--- src/rtl/mult_pkg.sv ---
// Shared types and constants for the mult32x32 dispatch front end.
package mult_pkg;

    localparam int MULT_W = 32;

    // One queued operand pair, as held in the operand FIFO.
    typedef struct packed {
        logic [MULT_W-1:0] a;
        logic [MULT_W-1:0] b;
    } mult_ops_t;

    // Dispatch sequencer states.
    typedef enum logic [2:0] {
        IDLE,
        ISSUE,
        WAIT_BUSY,
        WAIT_DONE,
        RESULT
    } disp_state_t;

endpackage

--- src/rtl/mult32x32_dispatch_if.sv ---
// Bundle of the operand stream, the multiplier handshake and the result stream.
//
// Handshake rule for both streams (in_*, out_*): a transfer happens on a
// posedge where valid and ready are both 1. The producer holds valid and its
// data stable until that transfer; ready may change freely and never depends
// combinationally on valid.
interface mult32x32_dispatch_if;
    import mult_pkg::*;

    logic                  in_valid;
    logic                  in_ready;
    logic [MULT_W-1:0]     in_a;
    logic [MULT_W-1:0]     in_b;

    logic                  mult_start;
    logic [MULT_W-1:0]     mult_a;
    logic [MULT_W-1:0]     mult_b;
    logic                  mult_busy;
    logic [2*MULT_W-1:0]   mult_product;

    logic                  out_valid;
    logic                  out_ready;
    logic [2*MULT_W-1:0]   out_product;

    // Dispatch block side.
    modport slave (
        input  in_valid, in_a, in_b, mult_busy, mult_product, out_ready,
        output in_ready, mult_start, mult_a, mult_b, out_valid, out_product
    );

    // Environment side: operand source, multiplier and result sink.
    modport master (
        output in_valid, in_a, in_b, mult_busy, mult_product, out_ready,
        input  in_ready, mult_start, mult_a, mult_b, out_valid, out_product
    );

endinterface

--- src/rtl/mult_op_fifo.sv ---
// Synchronous operand-pair FIFO. The caller only pushes when !full and only
// pops when !empty; push and pop in the same cycle are both honoured.
module mult_op_fifo
    import mult_pkg::*;
#(
    parameter int DEPTH = 4
) (
    input  logic             clk,
    input  logic             reset,
    input  logic             push,
    input  mult_ops_t        din,
    input  logic             pop,
    output mult_ops_t        dout,
    output logic             full,
    output logic             empty,
    output logic [DEPTH:0]   count
);

    localparam int PTR_W = $clog2(DEPTH);

    mult_ops_t        mem [DEPTH];
    logic [PTR_W-1:0] wptr;
    logic [PTR_W-1:0] rptr;

    // Storage write; contents need no reset because count gates every read.
    always_ff @(posedge clk) begin
        if (push) begin
            mem[wptr] <= din;
        end
    end

    // Pointers wrap naturally because DEPTH is a power of two.
    always_ff @(posedge clk) begin
        if (reset) begin
            wptr <= '0;
            rptr <= '0;
        end else begin
            if (push) begin
                wptr <= wptr + 1'b1;
            end
            if (pop) begin
                rptr <= rptr + 1'b1;
            end
        end
    end

    // Occupancy tracking; simultaneous push and pop leave it unchanged.
    always_ff @(posedge clk) begin
        if (reset) begin
            count <= '0;
        end else begin
            case ({push, pop})
                2'b10:   count <= count + 1'b1;
                2'b01:   count <= count - 1'b1;
                default: count <= count;
            endcase
        end
    end

    assign dout  = mem[rptr];
    assign full  = (count == (DEPTH+1)'(DEPTH));
    assign empty = (count == '0);

endmodule

--- src/rtl/mult32x32_dispatch.sv ---
// Feeds operand pairs from a small FIFO to mult32x32_fast one at a time and
// returns each 64-bit product downstream, in issue order.
module mult32x32_dispatch
    import mult_pkg::*;
#(
    parameter int FIFO_DEPTH   = 4,
    parameter int BUSY_TIMEOUT = 4
) (
    input  logic                   clk,
    input  logic                   reset,
    mult32x32_dispatch_if.slave    bus,
    output disp_state_t            dbg_state,
    output logic [FIFO_DEPTH:0]    dbg_count
);

    localparam int TO_W = $clog2(BUSY_TIMEOUT + 1);

    disp_state_t      state;
    disp_state_t      state_next;
    logic             fifo_push;
    logic             fifo_pop;
    logic             fifo_full;
    logic             fifo_empty;
    mult_ops_t        fifo_din;
    mult_ops_t        fifo_head;
    logic [FIFO_DEPTH:0] fifo_count;
    logic             start;
    logic             load_result;
    logic [TO_W-1:0]  tcnt;

    // Input side: no pass-through, and nothing is accepted while in reset.
    assign bus.in_ready = !fifo_full && !reset;
    assign fifo_push    = bus.in_valid && bus.in_ready;
    assign fifo_din     = '{a: bus.in_a, b: bus.in_b};

    mult_op_fifo #(
        .DEPTH (FIFO_DEPTH)
    ) u_fifo (
        .clk   (clk),
        .reset (reset),
        .push  (fifo_push),
        .din   (fifo_din),
        .pop   (fifo_pop),
        .dout  (fifo_head),
        .full  (fifo_full),
        .empty (fifo_empty),
        .count (fifo_count)
    );

    // Sequencer state register.
    always_ff @(posedge clk) begin
        if (reset) begin
            state <= IDLE;
        end else begin
            state <= state_next;
        end
    end

    // Sequencer next-state and control strobes.
    always_comb begin
        state_next  = state;
        fifo_pop    = 1'b0;
        start       = 1'b0;
        load_result = 1'b0;
        case (state)
            IDLE: begin
                // Holding off while busy covers a multiplier still finishing
                // an op that a reset abandoned; normally busy is already low.
                if (!fifo_empty && !bus.mult_busy) begin
                    fifo_pop   = 1'b1;
                    state_next = ISSUE;
                end
            end
            ISSUE: begin
                start      = 1'b1;
                state_next = WAIT_BUSY;
            end
            WAIT_BUSY: begin
                if (bus.mult_busy) begin
                    state_next = WAIT_DONE;
                end else if (tcnt == TO_W'(BUSY_TIMEOUT - 1)) begin
                    state_next = RESULT;
                end
            end
            WAIT_DONE: begin
                if (!bus.mult_busy) begin
                    state_next = RESULT;
                end
            end
            RESULT: begin
                if (!bus.out_valid || bus.out_ready) begin
                    load_result = 1'b1;
                    state_next  = IDLE;
                end
            end
            default: state_next = IDLE;
        endcase
    end

    // Operand registers: loaded on pop, held until the next pop.
    always_ff @(posedge clk) begin
        if (reset) begin
            bus.mult_a <= '0;
            bus.mult_b <= '0;
        end else if (fifo_pop) begin
            bus.mult_a <= fifo_head.a;
            bus.mult_b <= fifo_head.b;
        end
    end

    // Bounds the wait for a busy pulse that may never come.
    always_ff @(posedge clk) begin
        if (reset) begin
            tcnt <= '0;
        end else if (state == ISSUE) begin
            tcnt <= '0;
        end else if (state == WAIT_BUSY) begin
            tcnt <= tcnt + 1'b1;
        end
    end

    // Result register; a reload in RESULT takes priority over a drain.
    always_ff @(posedge clk) begin
        if (reset) begin
            bus.out_valid   <= 1'b0;
            bus.out_product <= '0;
        end else if (load_result) begin
            bus.out_valid   <= 1'b1;
            bus.out_product <= bus.mult_product;
        end else if (bus.out_ready) begin
            bus.out_valid   <= 1'b0;
        end
    end

    assign bus.mult_start = start;
    assign dbg_state      = state;
    assign dbg_count      = fifo_count;

endmodule

--- src/flat_wrapper.sv ---
// flat-port wrapper written by rule: the top's interface ports become plain ports
module mult32x32_dispatch_flat import mult_pkg::*;
#(
    parameter int FIFO_DEPTH   = 4,
    parameter int BUSY_TIMEOUT = 4
)
  (clk, reset, dbg_state, dbg_count, bus_in_valid, bus_in_a, bus_in_b, bus_mult_busy, bus_mult_product, bus_out_ready, bus_in_ready, bus_mult_start, bus_mult_a, bus_mult_b, bus_out_valid, bus_out_product);
  mult32x32_dispatch_if bus_i ();
  input  logic clk;
  input  logic reset;
  output disp_state_t dbg_state;
  output logic [FIFO_DEPTH:0] dbg_count;
  input wire logic [$bits(bus_i.in_valid)-1:0] bus_in_valid;
  input wire logic [$bits(bus_i.in_a)-1:0] bus_in_a;
  input wire logic [$bits(bus_i.in_b)-1:0] bus_in_b;
  input wire logic [$bits(bus_i.mult_busy)-1:0] bus_mult_busy;
  input wire logic [$bits(bus_i.mult_product)-1:0] bus_mult_product;
  input wire logic [$bits(bus_i.out_ready)-1:0] bus_out_ready;
  output wire logic [$bits(bus_i.in_ready)-1:0] bus_in_ready;
  output wire logic [$bits(bus_i.mult_start)-1:0] bus_mult_start;
  output wire logic [$bits(bus_i.mult_a)-1:0] bus_mult_a;
  output wire logic [$bits(bus_i.mult_b)-1:0] bus_mult_b;
  output wire logic [$bits(bus_i.out_valid)-1:0] bus_out_valid;
  output wire logic [$bits(bus_i.out_product)-1:0] bus_out_product;
  assign bus_i.in_valid = bus_in_valid;
  assign bus_i.in_a = bus_in_a;
  assign bus_i.in_b = bus_in_b;
  assign bus_i.mult_busy = bus_mult_busy;
  assign bus_i.mult_product = bus_mult_product;
  assign bus_i.out_ready = bus_out_ready;
  assign bus_in_ready = bus_i.in_ready;
  assign bus_mult_start = bus_i.mult_start;
  assign bus_mult_a = bus_i.mult_a;
  assign bus_mult_b = bus_i.mult_b;
  assign bus_out_valid = bus_i.out_valid;
  assign bus_out_product = bus_i.out_product;
  mult32x32_dispatch #(.FIFO_DEPTH(FIFO_DEPTH), .BUSY_TIMEOUT(BUSY_TIMEOUT)) u_core (.clk(clk), .reset(reset), .bus(bus_i), .dbg_state(dbg_state), .dbg_count(dbg_count));
endmodule
--- config.mk ---
export PLATFORM = sky130hd
export DESIGN_NAME = mult32x32_dispatch_flat
export DESIGN_NICKNAME = d
export VERILOG_FILES = /design/src/rtl/mult_pkg.sv /design/src/rtl/mult32x32_dispatch_if.sv /design/src/rtl/mult_op_fifo.sv /design/src/rtl/mult32x32_dispatch.sv /design/src/flat_wrapper.sv
export SDC_FILE = /design/constraint.sdc
export NUM_CORES = 1
export LEC_CHECK = 0
export BUFFER_PORTS_ARGS = -buffer_cell sky130_fd_sc_hd__buf_2
export CORE_MARGIN = 4
export CORE_UTILIZATION = 50
export DETAILED_ROUTE_END_ITERATION = 10
export PLACE_DENSITY = 0.78
export SETUP_SLACK_MARGIN = 0.3
export SLEW_MARGIN = 10
export SYNTH_ARGS = -nofsm -noshare
export SYNTH_HDL_FRONTEND = slang
export SYNTH_HIERARCHICAL = 1
export SYNTH_SLANG_ARGS = --single-unit
--- constraint.sdc ---
create_clock -name clk -period 2.9 [get_ports clk]
set_input_delay 0.435 -clock clk [delete_from_list [all_inputs] [get_ports clk]]
set_output_delay 0.435 -clock clk [all_outputs]
set_load 0.005 [all_outputs]
# After elaboration in Yosys (flattened, before gate mapping)
# Memories as Yosys holds them, arrays and structs flattened. A register that Yosys moved wholly into a read port is not among the register bits.
# Cells that the tools add are included.
word_totals:
  regBits: 80
  mem_bits_rw: 256
  inputBits: 133
  out_inout_bits: 139
  elab_cells: 56
  mem_count: 1
mem_list:
  columns: ["memory", "depth", "width", "rd", "rd_clocked_by_memory_dff", "wr", "line", "rtl"]
  rows:
  - ["u_core.u_fifo.mem", 4, 64, 1, 1, 1, "mult_op_fifo.sv:21", "mult_ops_t mem [DEPTH];"]
op_classes:
  n_addsub: 5
  n_eq_ne: 12
  n_mux: 16
  n_reduce_logical: 15
ops:
  columns: ["cell", "n"]
  rows:
  - ["$mux 3", 5]
  - ["$pmux 3 s5", 1]
  - ["$pmux 5 s2", 1]
  - ["$eq 3x2->1 const B", 3]
  - ["$mux 1", 9]
  - ["$add 5x1->5 const B", 1]
  - ["$eq 5x3->1 const B", 1]
  - ["$logic_not 1->1", 5]
  - ["$logic_not 5->1", 1]
  - ["$sub 5x1->5 const B", 1]
  - ["$add 2x1->2 const B", 2]
  - ["$ne 2x1->1 const B", 2]
  - ["$reduce_and 4->1", 1]
  - ["$reduce_bool 2->1", 2]
  - ["$add 3x1->3 const B", 1]
  - ["$eq 3x1->1 const B", 1]
  - ["$eq 3x3->1 const B", 1]
  - ["$logic_and 1x1->1", 3]
  - ["$logic_not 3->1", 1]
  - ["$ne 3x2->1 const B", 1]
  - ["$eq 2x1->1 const B", 1]
  - ["$eq 2x2->1 const B", 1]
  - ["$ne 2x2->1 const B", 1]
  - ["$reduce_or 2->1", 1]
  - ["$logic_or 1x1->1", 1]

# Depth between registers and ports, before layout
# Gate-level depths: netlist (run 1).
logic_depth:
  ltp_word: 7
  ltp_mapped: 14
  depth_no_buf: 12

# Modules after synthesis
# Netlist (run 1), hierarchy kept.
by_module_without_submodules:
  columns: ["mod", "instances", "cells_each", "area_per_inst_um2", "seq_area_each_um2"]
  rows:
  - ["mult_op_fifo", 1, 414, 9918.3, 7907.6]
  - ["mult32x32_dispatch", 1, 611, 5092.4, 2702.6]

# Least setup slack after synthesis (run 1)
# No wires, ideal clock.
synth_timing:
  path_kind: "reg2reg"
  start: "register u_core.u_fifo.count[1]"
  end: "register u_core.u_fifo.count[4]"
  setup_ns: 0.123
  t_arrival_ns: 2.935
  t_required_ns: 2.777
  path_slack_ns: -0.159
  path_stages_with_launch: 15
  n_path_buf: 3
  period_less_slack_ns: 3.059
  path_cell_list: "dfxtp_1 > buf_2 > or4_1 > nor2_1 > or3_1 > inv_2 > buf_2 > ha_1 > buf_6 > xor2_1 > ha_1 > o21ai_0 > a21oi_1 > o32ai_1 > mux2_1"
synth_between:
  elab_chain_cells: 7
  word_cells_on_any_way: 15
  cone_classes: "add/sub: 2; eq/ne: 3; mux: 3; reduce/logical: 7"
synth_lines:
  columns: ["element", "line", "rtl"]
  rows:
  - ["start, declared", "mult_op_fifo.sv:16", "output logic [DEPTH:0] count"]
  - ["start signal, assigned", "mult_op_fifo.sv:53", "2'b10: count <= count + 1'b1;"]
  - ["start signal, assigned", "mult_op_fifo.sv:54", "2'b01: count <= count - 1'b1;"]
  - ["start signal, assigned", "mult_op_fifo.sv:55", "default: count <= count;"]
  - ["$logic_not 5->1 (*)", "mult_op_fifo.sv:62", "assign empty = (count == '0);"]
  - ["net u_core.fifo_empty", "mult32x32_dispatch.sv:23", "logic fifo_empty;"]
  - ["$logic_not 1->1 (*)", "mult32x32_dispatch.sv:69", "if (!fifo_empty && !bus.mult_busy) begin"]
  - ["$logic_and 1x1->1 (*)", "mult32x32_dispatch.sv:69", null]
  - ["$mux 1 (*)", "mult32x32_dispatch.sv:69", null]
  - ["$mux 1 (*)", "mult32x32_dispatch.sv:65", "case (state)"]
  - ["net u_core.fifo_pop", "mult32x32_dispatch.sv:21", "logic fifo_pop;"]
  - ["$eq 2x1->1 or $eq 2x2->1 (tied branches)", "mult_op_fifo.sv:52", "case ({push, pop})"]
  - ["$pmux 5 s2 or $reduce_bool 2->1 (tied branches)", null, null]
# The timed path passes the listed nets; every way through them passes the cells marked *.
# A chain may end at the register's enable or synchronous reset.

# Worst setup path in the final report (run 1)
layout_timing:
  start: "register u_core.u_fifo.count[4]"
  end: "register u_core.u_fifo.count[4]"
layout_between:
  elab_chain_cells: 7
  word_cells_on_any_way: 15
  cone_classes: "add/sub: 2; eq/ne: 3; mux: 3; reduce/logical: 7"
layout_lines:
  columns: ["element", "line"]
  rows:
  - ["$logic_not 5->1 (*)", "mult_op_fifo.sv:62"]
  - ["net u_core.fifo_empty", "mult32x32_dispatch.sv:23"]
  - ["$logic_not 1->1 (*)", "mult32x32_dispatch.sv:69"]
  - ["$logic_and 1x1->1 (*)", "mult32x32_dispatch.sv:69"]
  - ["$mux 1 (*)", "mult32x32_dispatch.sv:69"]
  - ["$mux 1 (*)", "mult32x32_dispatch.sv:65"]
  - ["$eq 2x1->1 or $eq 2x2->1 (tied branches)", "mult_op_fifo.sv:52"]
  - ["$pmux 5 s2 or $reduce_bool 2->1 (tied branches)", null]
# Marks and branches as above.

==> summary.txt, run 1 <==
Worst setup path
  – Maximum single-stage delay on the critical path: 0.56 ns
  – Kind of start point of the critical path: flip-flop
  – Endpoint type of the worst setup path: flip-flop
  – Combined buffer and inverter count along the critical path: 1
  – Cells along the critical path: or4_4 -> nor2_4 -> or3_4 -> inv_4 -> ha_4 -> xor2_1 -> ha_2 -> o21ai_1 -> a21oi_1 -> o32ai_2 -> mux2_4
  – Highest fanout seen on the critical path: 4
  – Cell at the slowest stage of the critical path: or4_4
  – Critical path data required time: 3.31 ns
  – Crit path arrival time: approximately 3.1 ns
  – Startpoint-to-endpoint class of the critical path: flip-flop to flip-flop
  – Family of cells with the greatest summed delay on the critical path: simple AND/OR/NAND/NOR gates

Yosys
  – Synthesis warning total: 6
  – Ys async rst share: 0
  – Most area-consuming cells after synthesis: edfxtp_1, dfxtp_1, mux4_2
  – Portion of the post-synthesis area used by sequential elements: 0.707
  – Synth Instances: between 1k and 1.5k
  – Syn avg cell area: between 10 and 15 sq um
  – Number of enable flip-flop cells after synthesis: ~260
  – Top flip-flop cell by instance count after synthesis: edfxtp_1
  – Number of synthesized register bits: ~400
  – Synth area leader: edfxtp_1
  – Proportion of netlist area held by the largest area contributor: 0.512
  – Total nets after synthesis: between 1k and 1.5k
  – Synth Cell Area: ~15000 sq um
  – Number of distinct library cells after synthesis: 47

Detailed routing
  – Antenna violation net count after detailed routing: 0
  – Number of DRC markers after the initial detailed-route iteration: roughly 560
  – DRT Wirelength: about 33 mm
  – Post-route DRC violation count: 0
  – Per-cell via count in the routed design: around 5.2
  – Number of search-and-repair iterations in the first detailed-routing pass: 5
  – Post-detailed-route wirelength per cell: roughly 19 microns
  – Count of vias placed by the detailed router: 9159

Layout
  – Finished layout cell area: roughly 18000 sq um
  – Layout cell share with drive strength beyond 1: 0.399
  – Relative area change from synthesis to final layout: 22.5%
  – Seq. cell area: between 10000 and 15000 sq um
  – Area occupied by multi-input gates: about 4000 sq um
  – Number of nets in the layout: 1463
  – Fillers: between 2k and 2.5k

Floorplanning
  – Die height: about 180 microns
  – Total Die Area: between 30000 and 40000 sq um
  – Top-level port count: between 200 and 300
  – Overall die width: roughly 180 microns
  – Initial Util: 0.506
  – Number of placement rows: 63
  – Area of the core: roughly 30000 sq um

Job
  – Number of max-cap violations: 0

GRT
  – Met1 track demand over resource in global routing: 0.235
  – GRT Resource Usage Total: 0.196
  – Wire length of the first global-routing pass: between 50 and 60 mm
  – Met3 Usage GRT: 0.0602
  – Antenna violations before repair: 5
  – Pin count of the biggest net entering global routing: a little over 90
  – Global routing met2 resource utilization: 0.337
  – Busiest metal layer after global routing: met2
  – Aggregate global routing overflow: 0
  – Vias in the first global route: about 9.5k

Clock network
  – CTS H-Tree Depth: 2
  – Number of buffers inserted during clock tree synthesis: between 40 and 50
  – Clock tree from TritonCTS: built
  – Number of buffers inserted by hold repair at cts: 0
  – Clock root buffer: clkbuf_16
  – Insertion delay of the later-clocked pin in the worst-skew pair: about 0.53 ns
  – Clock Sinks: about 400
  – Clock input transition at the sequential cells of the worst setup and hold paths: 0.06 ns
  – Clock Path Buffers: 3

Placement
  – Placer Congestion: ~0.9
  – Port Buf Inserts: 271
  – Minimum setup slack after placement: 0.0721 ns
  – Placed wire-length estimate after detailed placement: between 20 and 25 mm
  – Instance area after placement: ~17000 sq um

Run status
  – Run status: finished, final reports clean

Worst hold path
  – Class of the worst hold path: input pin to flip-flop

STA
  – Actual transition at the worst max-transition pin: 1.07 ns
  – Slew Viols, Final: 0
  – Post-layout minimum cycle time: between 2 and 3 ns
  – F_max: 0.372 GHz
  – Count of final hold-check violations: 0
  – Sum of negative setup slack: 0 ns
  – Final-report setup violation count: 0
  – Final period util: 0.927
  – Fin Clk Skew: roughly 0.010 ns
  – Unrepaired setup endpoints after global routing: true
  – Worst rel slew slack: 0.288
  – Worst Setup Slack, final: roughly 0.21 ns

Pwr
  – Static Leakage: between 0.006 and 0.007 uW
  – Ratio of total power to cell area: 834 nW/um^2
  – Worst ir drop on vdd: approximately 530 uV
[state kept, by name, indices dropped and copies added, names as in the netlist, named ones only]
signal and flops:
u_core/bus.out_product 64, u_core/u_fifo/count 5, u_core/tcnt 3, u_core/bus.out_valid 1, u_core/bus.mult_b 32, u_core/dbg_state 3
u_core/u_fifo/wptr 2, u_core/bus.mult_a 32, u_core/u_fifo/mem 256, u_core/u_fifo/rptr 2
[timing repair]
action	4_1_cts	5_1_grt
setup endpoints to repair	1	3
pin swaps	8	4
setup buffers	6	1
resized for setup	5	4
[per-layer routing]
| metal | vias up | part of all wire |
|---|---|---|
| met5 | - | 0.00086 |
| li1 | 4303 | - |
| met3 | 73 | 0.092 |
| met4 | 6 | 0.033 |
| met2 | 354 | 0.49 |
| met1 | 4423 | 0.38 |
[final cells by class]
type | count | area share
sequential | 402 | 0.578
multi-input combinational | 546 | 0.220
timing repair buffer | 315 | 0.0962
clock buffer | 48 | 0.0572
tap | 390 | 0.0265
clock inverter | 28 | 0.0188
inverter | 14 | 0.00313
antenna | 2 | 0.000272
[report_power, final]
group	internal [uW]	switching (uW)	leakage [uW]
registers	6550	337	0.00351
clock network	3250	2130	0.000678
logic	1480	1580	0.00250
[worst paths after layout]
path                                     to  cells past startpoint  slack, ns                       from
hold / removal     u_core/u_fifo/mem[3][37]                      1       0.12                bus_in_a[5]
setup / recovery     u_core/u_fifo/count[4]                     11       0.21     u_core/u_fifo/count[4]
hold reg to reg   u_core/bus.out_product[4]                      2       0.45  u_core/bus.out_product[4]
setup reg to reg     u_core/u_fifo/count[4]                     11       0.21     u_core/u_fifo/count[4]
[cells by family (layout without fill, tap and decap cells)]
logic type / after synthesis / in the layout / share of synthesized area
flip-flops: 402 / 402 / 0.707
AND/OR/NAND/NOR: 304 / 304 / 0.0844
AO/OA/AOI/OAI: 155 / 155 / 0.0674
XOR/XNOR: 6 / 6 / 0.00350
multiplexers: 71 / 71 / 0.101
other: 0 / 2 / 0
adder cells (fa/ha/maj): 10 / 10 / 0.00834
buffers and inverters: 77 / 405 / 0.0288
[synthesized netlist by cell type, types with 2 or more instances]
cell	number
a2bb2oi_1	2
mux4_2	64
nand2b_1	4
edfxtp_1	256
a22oi_1	2
o21ai_0	4
a21oi_2	50
a21oi_1	85
and2_1	6
nor3b_1	3
buf_6	5
buf_4	7
nor2_1	19
nand2_1	241
buf_12	3
ha_1	10
nor3_1	2
inv_1	13
clkbuf_1	23
xor2_1	3
mux2i_1	6
xnor2_1	3
buf_2	24
dfxtp_1	146
nand2_2	20
or3_1	3
[cells in the final DEF, fill, tap and decap left out, types with 4 or more instances in the layout]
| cell | synthesis | routed |
|---|---|---|
| nand2b_1 | 4 | 4 |
| clkbuf_1 | 23 | 7 |
| inv_1 | 13 | 12 |
| and2_4 | 0 | 5 |
| nand2_1 | 241 | 240 |
| mux4_2 | 64 | 64 |
| mux2i_1 | 6 | 6 |
| nor2_1 | 19 | 17 |
| nand2_2 | 20 | 21 |
| buf_12 | 3 | 6 |
| bufinv_16 | 0 | 7 |
| clkinv_1 | 0 | 7 |
| clkbuf_16 | 0 | 41 |
| ha_1 | 10 | 8 |
| clkinv_2 | 0 | 6 |
| dfxtp_1 | 146 | 142 |
| a21oi_1 | 85 | 83 |
| buf_2 | 24 | 270 |
| a21oi_2 | 50 | 52 |
| edfxtp_1 | 256 | 256 |
| buf_4 | 7 | 38 |
[metrics by stage]
| step | power [uW] | hold WS, ns | utilization | std cells |
|---|---|---|---|---|
| after global routing | 16100 | 0.0981 | 0.620 | 1744 |
| after floorplan | 9130 | 0.453 | - | 1025 |
| after global placement | 9960 | 0.439 | 0.570 | 1660 |
| final | 15300 | 0.118 | 0.620 | 1745 |
| after CTS | 15500 | 0.0884 | 0.619 | 1742 |
| after detailed placement | 10000 | 0.445 | 0.570 | 1660 |
Note: power is estimated with default switching activity, not from simulation.
==> run 2: changes to the inputs <==
Settings changed: BUFFER_PORTS_ARGS -buffer_cell sky130_fd_sc_hd__buf_2 to -buffer_cell sky130_fd_sc_hd__clkbuf_2.
==> run 2 against run 1 <==
Effect of this change: setup slack better by 0.084 ns; clock power down 3%; power down 0.74%; final cell count down 1.0%; routed wire length up 0.57%; utilization down 0.55 points; die area unchanged; flip-flop and latch count unchanged; largest power group unchanged.
==> summary.txt, run 2 (same netlist as run 1, synthesis figures left out) <==
Floorplanning
  – Area of the core: roughly 30000 sq um
  – Total Die Area: 32900 sq um
  – Number of placement rows: between 60 and 70
  – Overall die width: around 180 microns
  – Top-level port count: about 270
  – Initial Util: 0.506
  – Die height: 181 microns

Placement
  – Port Buf Inserts: about 270
  – Placed wire-length estimate after detailed placement: between 15 and 20 mm
  – Placed insts: 1643
  – Placer Congestion: 0.853

STA
  – Sum of negative setup slack: 0 ns
  – Post-layout minimum cycle time: between 2 and 3 ns
  – Final-report setup violation count: 0
  – Final period util: 0.898
  – Fin Clk Skew: 0.00966 ns
  – Actual transition at the worst max-transition pin: between 1 and 1.5 ns
  – F_max: 0.384 GHz
  – Unrepaired setup endpoints after global routing: true
  – Count of final hold-check violations: 0
  – Slew Viols, Final: 0
  – Worst rel slew slack: 0.270

Detailed routing
  – DRT Wirelength: roughly 33 mm
  – Number of search-and-repair iterations in the first detailed-routing pass: 5
  – Antenna violation net count after detailed routing: 0
  – Post-route DRC violation count: 0
  – Count of vias placed by the detailed router: 9189
  – Number of DRC markers after the initial detailed-route iteration: 472
  – Per-cell via count in the routed design: approximately 5.3
  – Post-detailed-route wirelength per cell: around 19 microns

Layout
  – Largest registers: u_core/u_fifo/mem: 256 flops, u_core/bus.out_product: 64 flops
  – Post-layout instance count excluding filler cells: about 1.7k
  – Layout cell share with drive strength beyond 1: 0.395
  – Fillers: approximately 2.2k
  – Number of nets in the layout: around 1.4k
  – Commonest non-fill, non-tap cell in the layout: clkbuf_2
  – Leading cell types in the layout, fill and taps excluded: clkbuf_2, edfxtp_1, nand2_1, dfxtp_1, a21oi_1
  – Relative area change from synthesis to final layout: 21.4%
  – Largest register FFs: around 260
  – Register ranked first by flip-flop count: u_core/u_fifo/mem

Clock network
  – Clock Sinks: 402
  – Clock tree from TritonCTS: built
  – Clock Path Buffers: 3
  – Insertion delay of the later-clocked pin in the worst-skew pair: roughly 0.53 ns
  – CTS H-Tree Depth: 2
  – Number of buffers inserted during clock tree synthesis: about 40
  – Clock root buffer: clkbuf_16
  – Clock input transition at the sequential cells of the worst setup and hold paths: roughly 0.060 ns

Pwr
  – Clk network pwr share: 0.345
  – Pint: approximately 11000 uW
  – Share of total power in combinational logic: 0.206
  – Worst ir drop on vdd: about 570 uV
  – Post-layout total power: 15200 uW
  – Static Leakage: 0.00650 uW
  – Share of power burned in registers: 0.449
  – Ratio of total power to cell area: between 800 and 900 nW/um^2
  – Switching share of total power: 0.268
  – Switching component of the power: between 4000 and 5000 uW

GRT
  – Met1 track demand over resource in global routing: 0.247
  – Pin count of the biggest net entering global routing: about 150
  – Vias in the first global route: 9526
  – Aggregate global routing overflow: 0
  – Antenna violations before repair: 2
  – Met3 Usage GRT: 0.0560
  – Busiest metal layer after global routing: met2
  – Global routing met2 resource utilization: 0.330
  – Wire length of the first global-routing pass: just over 50 mm
  – GRT Resource Usage Total: 0.196

Worst setup path
  – Cell at the slowest stage of the critical path: or4_4
  – Cells along the critical path: or4_4 -> nor2_4 -> or3_4 -> inv_4 -> ha_4 -> ha_1 -> a31oi_1 -> o32ai_2 -> mux2_4
  – Maximum single-stage delay on the critical path: between 0.5 and 0.6 ns
  – Kind of start point of the critical path: flip-flop
  – Endpoint type of the worst setup path: flip-flop
  – Critical path data required time: roughly 3.3 ns
  – Startpoint-to-endpoint class of the critical path: flip-flop to flip-flop
  – Highest fanout seen on the critical path: 4
  – Crit path arrival time: about 3.0 ns

Run status
  – Run status: finished, final reports clean

Worst hold path
  – Class of the worst hold path: input pin to flip-flop

Job
  – Number of max-cap violations: 0
==> run 2: cell count changes in the layout (fill, tap and decap cells not counted), sizes merged <==
cell and delta:
inv -1, buf -286, bufinv -5, clkbuf +282, clkinv -5, diode -1
clkinvlp -2
==> run 2: cell type report <==
cell class | count | area (sq um) | area share
timing repair buffer | 299 | 1610 | 0.0884
multi-input combinational | 546 | 4070 | 0.223
sequential | 402 | 10600 | 0.583
tap | 390 | 488 | 0.0268
antenna | 1 | 2.50 | 0.000137
inverter | 14 | 57.6 | 0.00316
clock inverter | 15 | 151 | 0.00831
clock buffer | 60 | 1220 | 0.0670
==> run 2: worst paths after layout <==
path / start / endpoint / slack [ns] / depth (start not counted)
worst min register to register: u_core/bus.out_product[17] / u_core/bus.out_product[17] / 0.45 / 2
worst max register to register: u_core/u_fifo/count[1] / u_core/u_fifo/count[4] / 0.29 / 9
worst min-delay path: bus_in_b[25] / u_core/u_fifo/mem[2][25] / 0.12 / 1
worst max-delay path: u_core/u_fifo/count[1] / u_core/u_fifo/count[4] / 0.29 / 9
==> run 2: worst max-delay path: cells and delay by family (launching register included) <==
family,cells,cell delay (ns)
compound gates,2,0.46
buf+inv,1,0.04
fa+ha+maj,2,0.53
simple gates,3,0.81
flops,1,0.32
mux,1,0.33
==> run 2: through the flow <==
stage	hold slack [ns]	setup slack (ns)	utilization	cell area (sq um)
finish	0.116	0.295	0.615	18200
global route	0.104	0.227	0.615	18200
CTS	0.0935	0.242	0.613	18200
floorplan	0.453	0.101	-	15100
global placement	0.441	0.148	0.565	16700
detailed placement	0.446	0.110	0.565	16700
==> run 2: power groups by stage <==
| stage | clock network (uW) | registers [uW] | logic (uW) |
|---|---|---|---|
| 2_1_floorplan | 0 | 6870 | 2260 |
| 3_3_place_gp | 0 | 6940 | 3000 |
| 3_5_place_dp | 0 | 6960 | 3050 |
| 4_1_cts | 5370 | 6850 | 3130 |
| 5_1_grt | 5600 | 6890 | 3440 |
| 6_report | 5250 | 6840 | 3130 |
==> run 2: per-layer routing <==
layer	vias to the layer above	wire [microns]
li1	4281	-
met1	4493	12900
met2	346	16000
met3	67	2850
met4	2	1020
met5	-	12
==> run 2: what timing repair did <==
action	CTS	global route
setup buffers	7	1
pin swaps	9	5
resized for setup	4	9
hold buffers	0	0
endpoints found under the setup margin	1	2
